**src/rtl/sb_drain_unit_pkg.sv**
```systemverilog
// Shared widths, FSM state encoding and sizing helpers for the store-buffer drain unit.
package sb_drain_unit_pkg;

  localparam int SB_ADDR_WIDTH = 32;
  localparam int SB_DATA_WIDTH = 32;
  localparam int SB_WIDTH      = SB_ADDR_WIDTH + SB_DATA_WIDTH;
  localparam int TIMEOUT_DEF   = 64;
  localparam int CNT_W_DEF     = 16;

  typedef enum logic [1:0] {
    ST_IDLE    = 2'd0,
    ST_LOOKUP  = 2'd1,
    ST_WRITE   = 2'd2,
    ST_MEM_REQ = 2'd3
  } drain_state_t;

  // Wait counter must be able to hold the value TIMEOUT itself.
  function automatic int wait_cnt_w(input int limit);
    return $clog2(limit + 1);
  endfunction

endpackage

```
**src/rtl/sb_drain_unit_if.sv**
```systemverilog
// Drain-side, D-cache and memory write buses of the drain unit.
interface sb_drain_unit_if
  import sb_drain_unit_pkg::*;
#(
  parameter int ADDR_W = SB_ADDR_WIDTH,
  parameter int DATA_W = SB_DATA_WIDTH
);

  logic [ADDR_W+DATA_W-1:0] data_to_cache;
  logic                     sending_data_to_cache;
  logic                     sb_ack;

  logic                     lookup_valid;
  logic [ADDR_W-1:0]        lookup_addr;
  logic                     cache_hit;
  logic                     cache_wr_en;
  logic [ADDR_W-1:0]        cache_wr_addr;
  logic [DATA_W-1:0]        cache_wr_data;

  logic                     mem_wr_req;
  logic [ADDR_W-1:0]        mem_addr;
  logic [DATA_W-1:0]        mem_data;
  logic                     mem_ack;

  // Drain unit side.
  modport slave (
    input  data_to_cache, sending_data_to_cache, cache_hit, mem_ack,
    output sb_ack, lookup_valid, lookup_addr,
           cache_wr_en, cache_wr_addr, cache_wr_data,
           mem_wr_req, mem_addr, mem_data
  );

  // Store buffer / cache / memory side.
  modport master (
    output data_to_cache, sending_data_to_cache, cache_hit, mem_ack,
    input  sb_ack, lookup_valid, lookup_addr,
           cache_wr_en, cache_wr_addr, cache_wr_data,
           mem_wr_req, mem_addr, mem_data
  );

endinterface

```
**src/rtl/sb_drain_unit_sat_counter.sv**
```systemverilog
// Saturating up-counter with synchronous clear; flags the cycle in which LIMIT cycles have elapsed.
module sb_drain_unit_sat_counter #(
  parameter int W     = 7,
  parameter int LIMIT = 64
) (
  input  logic clk,
  input  logic reset,
  input  logic clr,
  input  logic en,
  output logic at_limit
);

  localparam logic [W-1:0] CNT_MAX = '1;
  localparam logic [W-1:0] CNT_LAST = W'(LIMIT - 1);

  logic [W-1:0] count;

  always_ff @(posedge clk or negedge reset) begin
    if (!reset) begin
      count <= '0;
    end else if (clr) begin
      count <= '0;
    end else if (en && (count != CNT_MAX)) begin
      count <= count + W'(1);
    end
  end

  // count holds the cycles already waited, so the current cycle is number count+1.
  assign at_limit = (count >= CNT_LAST);

endmodule

```
**src/rtl/sb_drain_unit.sv**
```systemverilog
// Store-buffer drain consumer: cache write on hit, write-no-allocate to memory on miss.
//
// state      | meaning
// -----------+---------------------------------------------------------
// ST_IDLE    | waiting for the store buffer to present an entry
// ST_LOOKUP  | tag lookup of the held address, hit sampled at cycle end
// ST_WRITE   | one-cycle D-cache write of the held entry
// ST_MEM_REQ | memory write held until ack or timeout
module sb_drain_unit
  import sb_drain_unit_pkg::*;
#(
  parameter int ADDR_W  = SB_ADDR_WIDTH,
  parameter int DATA_W  = SB_DATA_WIDTH,
  parameter int TIMEOUT = TIMEOUT_DEF,
  parameter int CNT_W   = CNT_W_DEF
) (
  input  logic              clk,
  input  logic              reset,
  sb_drain_unit_if.slave    bus,
  output logic              drain_busy,
  output logic              drain_err,
  output logic [CNT_W-1:0]  hit_count,
  output logic [CNT_W-1:0]  miss_count
);

  localparam int WAIT_W = wait_cnt_w(TIMEOUT);

  drain_state_t      state_q, state_d;
  logic [ADDR_W-1:0] hold_addr;
  logic [DATA_W-1:0] hold_data;
  logic              sb_ack_q;

  logic load;
  logic wait_clr;
  logic hit_inc;
  logic miss_inc;
  logic err_set;
  logic wait_done;

  always_ff @(posedge clk or negedge reset) begin
    if (!reset) begin
      state_q <= ST_IDLE;
    end else begin
      state_q <= state_d;
    end
  end

  always_comb begin
    state_d  = state_q;
    load     = 1'b0;
    wait_clr = 1'b0;
    hit_inc  = 1'b0;
    miss_inc = 1'b0;
    err_set  = 1'b0;
    case (state_q)
      ST_IDLE: begin
        if (bus.sending_data_to_cache) begin
          load    = 1'b1;
          state_d = ST_LOOKUP;
        end
      end
      ST_LOOKUP: begin
        if (bus.cache_hit) begin
          state_d = ST_WRITE;
        end else begin
          wait_clr = 1'b1;
          state_d  = ST_MEM_REQ;
        end
      end
      ST_WRITE: begin
        hit_inc = 1'b1;
        state_d = ST_IDLE;
      end
      ST_MEM_REQ: begin
        // An ack on the final allowed cycle still wins over the timeout.
        if (bus.mem_ack) begin
          miss_inc = 1'b1;
          state_d  = ST_IDLE;
        end else if (wait_done) begin
          err_set = 1'b1;
          state_d = ST_IDLE;
        end
      end
      default: state_d = ST_IDLE;
    endcase
  end

  sb_drain_unit_sat_counter #(
    .W     (WAIT_W),
    .LIMIT (TIMEOUT)
  ) u_wait_cnt (
    .clk      (clk),
    .reset    (reset),
    .clr      (wait_clr),
    .en       (state_q == ST_MEM_REQ),
    .at_limit (wait_done)
  );

  always_ff @(posedge clk or negedge reset) begin
    if (!reset) begin
      hold_addr <= '0;
      hold_data <= '0;
      sb_ack_q  <= 1'b0;
    end else begin
      sb_ack_q <= load;
      if (load) begin
        hold_addr <= bus.data_to_cache[ADDR_W+DATA_W-1:DATA_W];
        hold_data <= bus.data_to_cache[DATA_W-1:0];
      end
    end
  end

  always_ff @(posedge clk or negedge reset) begin
    if (!reset) begin
      hit_count  <= '0;
      miss_count <= '0;
      drain_err  <= 1'b0;
    end else begin
      if (hit_inc) begin
        hit_count <= hit_count + CNT_W'(1);
      end
      if (miss_inc) begin
        miss_count <= miss_count + CNT_W'(1);
      end
      if (err_set) begin
        drain_err <= 1'b1;
      end
    end
  end

  // Bus outputs decode from the state register; addresses/data read zero when not strobed.
  assign drain_busy        = (state_q != ST_IDLE);
  assign bus.sb_ack        = sb_ack_q;
  assign bus.lookup_valid  = (state_q == ST_LOOKUP);
  assign bus.lookup_addr   = bus.lookup_valid ? hold_addr : '0;
  assign bus.cache_wr_en   = (state_q == ST_WRITE);
  assign bus.cache_wr_addr = bus.cache_wr_en ? hold_addr : '0;
  assign bus.cache_wr_data = bus.cache_wr_en ? hold_data : '0;
  assign bus.mem_wr_req    = (state_q == ST_MEM_REQ);
  assign bus.mem_addr      = bus.mem_wr_req ? hold_addr : '0;
  assign bus.mem_data      = bus.mem_wr_req ? hold_data : '0;

endmodule
```
**src/flat_wrapper.sv**
```systemverilog
// flat-port wrapper written by rule: the top's interface ports become plain ports
module sb_drain_unit_flat import sb_drain_unit_pkg::*;
#(
  parameter int ADDR_W  = SB_ADDR_WIDTH,
  parameter int DATA_W  = SB_DATA_WIDTH,
  parameter int TIMEOUT = TIMEOUT_DEF,
  parameter int CNT_W   = CNT_W_DEF
)
  (clk, reset, drain_busy, drain_err, hit_count, miss_count, bus_data_to_cache, bus_sending_data_to_cache, bus_cache_hit, bus_mem_ack, bus_sb_ack, bus_lookup_valid, bus_lookup_addr, bus_cache_wr_en, bus_cache_wr_addr, bus_cache_wr_data, bus_mem_wr_req, bus_mem_addr, bus_mem_data);
  sb_drain_unit_if #(.ADDR_W(ADDR_W), .DATA_W(DATA_W)) bus_i ();
  input  logic clk;
  input  logic reset;
  output logic drain_busy;
  output logic drain_err;
  output logic [CNT_W-1:0] hit_count;
  output logic [CNT_W-1:0] miss_count;
  input wire logic [$bits(bus_i.data_to_cache)-1:0] bus_data_to_cache;
  input wire logic [$bits(bus_i.sending_data_to_cache)-1:0] bus_sending_data_to_cache;
  input wire logic [$bits(bus_i.cache_hit)-1:0] bus_cache_hit;
  input wire logic [$bits(bus_i.mem_ack)-1:0] bus_mem_ack;
  output wire logic [$bits(bus_i.sb_ack)-1:0] bus_sb_ack;
  output wire logic [$bits(bus_i.lookup_valid)-1:0] bus_lookup_valid;
  output wire logic [$bits(bus_i.lookup_addr)-1:0] bus_lookup_addr;
  output wire logic [$bits(bus_i.cache_wr_en)-1:0] bus_cache_wr_en;
  output wire logic [$bits(bus_i.cache_wr_addr)-1:0] bus_cache_wr_addr;
  output wire logic [$bits(bus_i.cache_wr_data)-1:0] bus_cache_wr_data;
  output wire logic [$bits(bus_i.mem_wr_req)-1:0] bus_mem_wr_req;
  output wire logic [$bits(bus_i.mem_addr)-1:0] bus_mem_addr;
  output wire logic [$bits(bus_i.mem_data)-1:0] bus_mem_data;
  assign bus_i.data_to_cache = bus_data_to_cache;
  assign bus_i.sending_data_to_cache = bus_sending_data_to_cache;
  assign bus_i.cache_hit = bus_cache_hit;
  assign bus_i.mem_ack = bus_mem_ack;
  assign bus_sb_ack = bus_i.sb_ack;
  assign bus_lookup_valid = bus_i.lookup_valid;
  assign bus_lookup_addr = bus_i.lookup_addr;
  assign bus_cache_wr_en = bus_i.cache_wr_en;
  assign bus_cache_wr_addr = bus_i.cache_wr_addr;
  assign bus_cache_wr_data = bus_i.cache_wr_data;
  assign bus_mem_wr_req = bus_i.mem_wr_req;
  assign bus_mem_addr = bus_i.mem_addr;
  assign bus_mem_data = bus_i.mem_data;
  sb_drain_unit #(.ADDR_W(ADDR_W), .DATA_W(DATA_W), .TIMEOUT(TIMEOUT), .CNT_W(CNT_W)) u_core (.clk(clk), .reset(reset), .bus(bus_i), .drain_busy(drain_busy), .drain_err(drain_err), .hit_count(hit_count), .miss_count(miss_count));
endmodule
```
**config.mk**
```make
export PLATFORM = sky130hd
export DESIGN_NAME = sb_drain_unit_flat
export DESIGN_NICKNAME = d
export VERILOG_FILES = /design/src/rtl/sb_drain_unit_pkg.sv /design/src/rtl/sb_drain_unit_if.sv /design/src/rtl/sb_drain_unit_sat_counter.sv /design/src/rtl/sb_drain_unit.sv /design/src/flat_wrapper.sv
export SDC_FILE = /design/constraint.sdc
export NUM_CORES = 1
export LEC_CHECK = 0
export ABC_AREA = 1
export BUFFER_PORTS_ARGS = -buffer_cell sky130_fd_sc_hd__buf_2
export CAP_MARGIN = 20
export CORE_AREA = 8 8 149 151
export DETAILED_ROUTE_END_ITERATION = 12
export DIE_AREA = 0 0 157 159
export GPL_TIMING_DRIVEN = 0
export HOLD_SLACK_MARGIN = 0.15
export PLACE_DENSITY = 0.57
export SLEW_MARGIN = 10
export SYNTH_ARGS = -nofsm -noshare
export SYNTH_HDL_FRONTEND = slang
export SYNTH_HIERARCHICAL = 1
export SYNTH_SLANG_ARGS = --single-unit
export TNS_END_PERCENT = 10
```
**constraint.sdc**
```tcl
create_clock -name clk -period 1.7 [get_ports clk]
set_input_delay 0.17 -clock clk [delete_from_list [all_inputs] [get_ports clk]]
set_output_delay 0.17 -clock clk [all_outputs]
set_load 0.02 [all_outputs]
```
## Word level (Yosys, flattened, before mapping)

Index checks and enable logic that the tools add are counted.

- Register bits after elaboration: 107
- Input port bits: 69
- Logic and storage cells: 45

- $add $sub $neg: 3
- Magnitude comparators: 1
- Equality and inequality tests: 6
- Mux-type cells: 22
- Reductions and logical operators: 5

Operators with widths:

| cell | number |
|---|---|
| $mux 32 | 5 |
| $add 16x1->16 const B | 2 |
| $mux 7 | 2 |
| $mux 1 | 11 |
| $pmux 2 s4 | 1 |
| $add 7x1->7 const B | 1 |
| $ge 7x6->1 const B | 1 |
| $ne 7x7->1 const B | 1 |
| $mux 2 | 3 |
| $eq 2x2->1 const B | 2 |
| $reduce_bool 2->1 | 2 |
| $ne 3x3->1 const B | 1 |
| $eq 2x1->1 const B | 1 |
| $logic_not 2->1 | 1 |
| $ne 2x2->1 const B | 1 |
| $reduce_and 2->1 | 1 |
| $logic_and 1x1->1 | 1 |

## Logic depth before layout (Yosys ltp)

- Depth after elaboration: 4
- Mapped depth: 9

## By module

Netlist, hierarchy kept.

By module, submodules not included:

| module | instances | cells each | area each (µm²) | seq. area each (µm²) |
|---|---|---|---|---|
| sb_drain_unit | 1 | 673 | 5052.3 | 2502.4 |
| sb_drain_unit_sat_counter | 1 | 54 | 427.9 | 175.2 |

## Worst setup path after synthesis

Ideal clock, no wire load.

- Path kind: reg2reg
- Start: reg u_core.state_q[0]
- End: reg u_core.u_wait_cnt.count[5]
- Arrival: 1633 ps
- Required time: 1578 ps
- Path slack: -55 ps
- Stages on the path, launching flop included: 9
- Path buffers: 1
- Cell sequence: dfrtp_1 -> inv_2 -> nor2_1 -> inv_2 -> buf_2 -> nor2_1 -> clkinv_1 -> nand3_2 -> o21ai_1

- Longest elaborated chain between the ends: 3

RTL lines:

| element | RTL line | text |
|---|---|---|
| from (decl) | sb_drain_unit.sv:28 | `drain_state_t state_q, state_d;` |
| from (signal assigned) | sb_drain_unit.sv:44 | `state_q <= state_d;` |
| $eq 2x1->1 * | n/a |  |
| net bus_lookup_valid | flat_wrapper.sv:22 | `output wire logic [$bits(bus_i.lookup_valid)-1:0] bus_lookup_valid;` |
| $mux 1 * | sb_drain_unit.sv:55 | `case (state_q)` |
| net u_core.wait_clr | sb_drain_unit.sv:34 | `logic wait_clr;` |
| $mux 7 / $reduce_bool 2->1 (equally long branches) | n/a |  |
| to (signal assigned) | sb_drain_unit_sat_counter.sv:24 | `count <= count + W'(1);` |
| to (decl) | sb_drain_unit_sat_counter.sv:16 | `logic [W-1:0] count;` |

Mark *: on every way through the listed nets, which the timed path passes. The rest lies on a longest branch.
A chain may end at the register's enable or synchronous reset.

## Worst setup path in the final report

- Start: reg u_core.state_q[1]
- End: out bus_cache_wr_data[10]

- Longest elaborated chain between the ends: 2

RTL lines:

| element | RTL line | text |
|---|---|---|
| $eq 2x2->1 | sb_drain_unit.sv:136 | `assign bus.cache_wr_en = (state_q == ST_WRITE);` |
| $mux 32 | sb_drain_unit.sv:138 | `assign bus.cache_wr_data = bus.cache_wr_en ? hold_data : '0;` |
| to (decl) | flat_wrapper.sv:26 | `output wire logic [$bits(bus_i.cache_wr_data)-1:0] bus_cache_wr_data;` |

No other way between the ends.

==> results.sh <==
export IMPL_status="finished, violations left"
export IMPL_violations="setup timing"
export IMPL_r2r_start="u_core/u_wait_cnt/count[0]"
export IMPL_wire_per_inst_um=16.0
export IMPL_met2_wirelength_um=10900
export IMPL_dr_total_vias=5973
export IMPL_final_net_count=1153
export IMPL_post_dp_hpwl_um=15000
export IMPL_synth_cells=727
export IMPL_routed_wl_um=21800
export IMPL_cts_max_path_buffers=2
export IMPL_power_frac_comb_pct=58.2
export IMPL_tightest_slew_ps=390
export IMPL_wl_met3_um=1590
export IMPL_whs_ps=181
export IMPL_critPathMaxFanout=7
export IMPL_ys_ff_latch=107
export IMPL_instances_no_fill=1359
export IMPL_clk_latency_ps=350
export IMPL_critPathCaptureType="output pin"
export IMPL_cp_common_cell="buf_12"
export IMPL_worst_hold_startpoint="bus_mem_ack"
export IMPL_num_io_pins=267
export IMPL_fin_crit_sh_pct=103
export IMPL_tritoncts="done"
export IMPL_finalMaxSlewViolations=0
export IMPL_drc=0
export IMPL_clk_pin_slew_worst_paths_ps=80
export IMPL_grt_pass1_vias=6039
export IMPL_syn2layout_area_growth_pct=66.6
export IMPL_regArea_um2=2680
export IMPL_synth_cell_area_um2=5480
export IMPL_dr_pass1_iters=5
export IMPL_antenna_found_initial=3
export IMPL_cts_buffers=9
export IMPL_synth_nets=799
export IMPL_intPower_uw=8050
export IMPL_grt_pass1_wl_um=32100
export IMPL_seq_power_share_pct=25.9
export IMPL_critPathArrivalTime_ps=1580
export IMPL_worst_path_max_delay_cell="dfrtp_2"
export IMPL_cap_violations=0
export IMPL_die_h_um=159
export IMPL_async_flop_share_pct=100
export IMPL_final_cell_mix="buf_2, nor2_1, nand2_1"
export IMPL_synth_edf_count=0
export IMPL_setup_viol_count_final=38
export IMPL_multiInputGateArea_um2=2390
export IMPL_place_port_buffers=266
export IMPL_cp_startpoint="u_core/state_q[1]"
export IMPL_max_stage_delay_ps=450
export IMPL_ant_nets=0
export IMPL_top_layer_used="met4"
export IMPL_root_buffer="clkbuf_16"
export IMPL_final_common_cell="buf_2"
export IMPL_num_fill_cells=1909
export IMPL_postLayoutCellArea_um2=9130
export IMPL_rsz0062_at_grt="true"
export IMPL_ctsHtreeMaxLevel=3
export IMPL_power_share_switching_pct=45.7
export IMPL_grt_max_degree=75
export IMPL_core_area_um2=19800
export IMPL_critical_path_class="reg2out"
export IMPL_drt_iter0_drc=319
export IMPL_cp_required_ps=1530
export IMPL_power_uw=14800
export IMPL_dpl_cell_area_um2=7190
export IMPL_power_density_nw_per_um2=1620
export IMPL_avgSynthCellArea_um2=7.54
export IMPL_cts_sinks=107
export IMPL_dieArea_um2=25000
export IMPL_clockPowerShare_pct=15.9
export IMPL_drive_gt1_share_pct=36.7
export IMPL_timing_final_ws_setup_ps=-45.6
export IMPL_synthDistinctLibCells=31
export IMPL_fin_util_pct=46.0
export IMPL_hold_viol=0
export IMPL_worstSetupStartpointType="register"
export IMPL_placed_cells=1264
export IMPL_fp_row_count=52
export IMPL_period_needed_ps=1750
export IMPL_hp_class="in2reg"
export IMPL_peakVddDrop_v=0.000745
export IMPL_worst_clock_skew_ps=12.7
export IMPL_post_drt_via_cell_ratio=4.40
export IMPL_path_cells="buf_12, nand2_8, buf_12, clkbuf_16, nor2_2, buf_6"
export IMPL_gr_usage_all_layers_pct=16.1
export IMPL_clock_fmax_ghz=0.573
export IMPL_p_leak_uw=0.00467
export IMPL_yosysSeqAreaShare_pct=48.9
export IMPL_synth_warnings=6
export IMPL_power_switching_uw=6780
export IMPL_initial_core_util_pct=27.6
export IMPL_synth_ff_type="dfrtp_1"
export IMPL_max_slew_margin_rel_pct=74.0
export IMPL_drt_met1_wl_um=8850
export IMPL_gp_congestion=0.867
export IMPL_grt_ovfl_total=0
export IMPL_die_w_um=157
-- synth_stat cells (4+ instances only) --
cell type | n | share of area, %
buf_4 | 5 | 0.69
nor2_4 | 4 | 0.82
nand2_1 | 139 | 9.5
nand2_2 | 4 | 0.46
o21ai_1 | 16 | 1.5
xor2_1 | 7 | 1.1
nor3_1 | 6 | 0.55
buf_1 | 8 | 0.55
buf_2 | 7 | 0.64
buf_6 | 8 | 1.6
inv_2 | 5 | 0.34
o21ai_0 | 59 | 5.4
dfrtp_1 | 107 | 49
nor2_2 | 6 | 0.69
nor2_1 | 187 | 13
nand4_1 | 6 | 0.69
xnor2_1 | 13 | 2.1
inv_1 | 101 | 6.9
nand3_1 | 20 | 1.8
-- cells by family (layout without fill, tap and decap cells) --
kind of cell	count (synthesis)	in the layout	synth area share, %
xor+xnor	20	20	3.20
other cells	0	3	0
compound gates	80	80	7.49
simple gates	379	379	28.7
fa+ha+maj	3	3	0.685
buf+inv	138	497	11.1
flops	107	107	48.9
-- state kept, by name, indices dropped and copies added (netlist names) --
register,flops
u_core/bus.sb_ack,1
u_core/state_q,2
u_core/miss_count,16
u_core/hold_addr,32
u_core/drain_err,1
u_core/u_wait_cnt/count,7
u_core/hold_data,32
u_core/hit_count,16
-- timing repair --
item	CTS	global route
cloned	0	3
endpoints found under the hold margin	172	0
hold buffers	66	0
pin swaps	0	2
gates resized for setup	97	179
buffers inserted	2	5
setup endpoints to repair	162	154
-- worst max-delay path, delay by kind of cell (launching register included) --
kind | cells | cell delay, ps
and+or+nand+nor | 2 | 170
DFF | 1 | 450
buffers and inverters | 4 | 590
-- through the flow --
step | setup TNS [ps] | setup slack (ps)
floorplan | 0 | 75.0
global placement | -104800 | -910
detailed placement | -9970 | -417
CTS | -2490 | -71.4
global route | -4030 | -95.2
finish | -750 | -45.6
-- final timing paths --
kind | to | slack [ps] | depth (start not counted)
max | bus_cache_wr_data[10] | -50 | 6
min | u_core/drain_err | 180 | 3
max reg2reg | u_core/state_q[0] | 100 | 7
min reg2reg | u_core/drain_err | 470 | 1
max in group asynchronous | u_core/hold_addr[12] | 730 | 3
min in group asynchronous | u_core/u_wait_cnt/count[2] | 280 | 2
-- metal layers --
layer / track usage, % / up-vias
met3: 4.10 / 33
met1: 18.7 / 2818
met4: 5.29 / 0
li1: - / 2906
met2: 28.4 / 216
met5: 0 / -
-- power groups by stage --
stage | combinational [uW] | clock (uW) | sequential [uW]
floorplan | 4080 | 0 | 3950
global placement | 6520 | 0 | 3860
detailed placement | 6600 | 0 | 3890
CTS | 7290 | 2450 | 3820
global route | 9280 | 2520 | 3940
finish | 8640 | 2360 | 3840
-- layout make-up --
class / instances / share of cell area, %
Clock buffer: 10 / 2.62
Antenna cell: 3 / 0.0822
Multi-Input combinational cell: 482 / 26.1
Sequential cell: 107 / 29.3
Timing Repair Buffer: 343 / 28.3
Inverter: 107 / 4.48
Buffer: 31 / 4.29
Clock inverter: 6 / 1.04
Tap cell: 270 / 3.70
(Power assumes the default switching activity.)
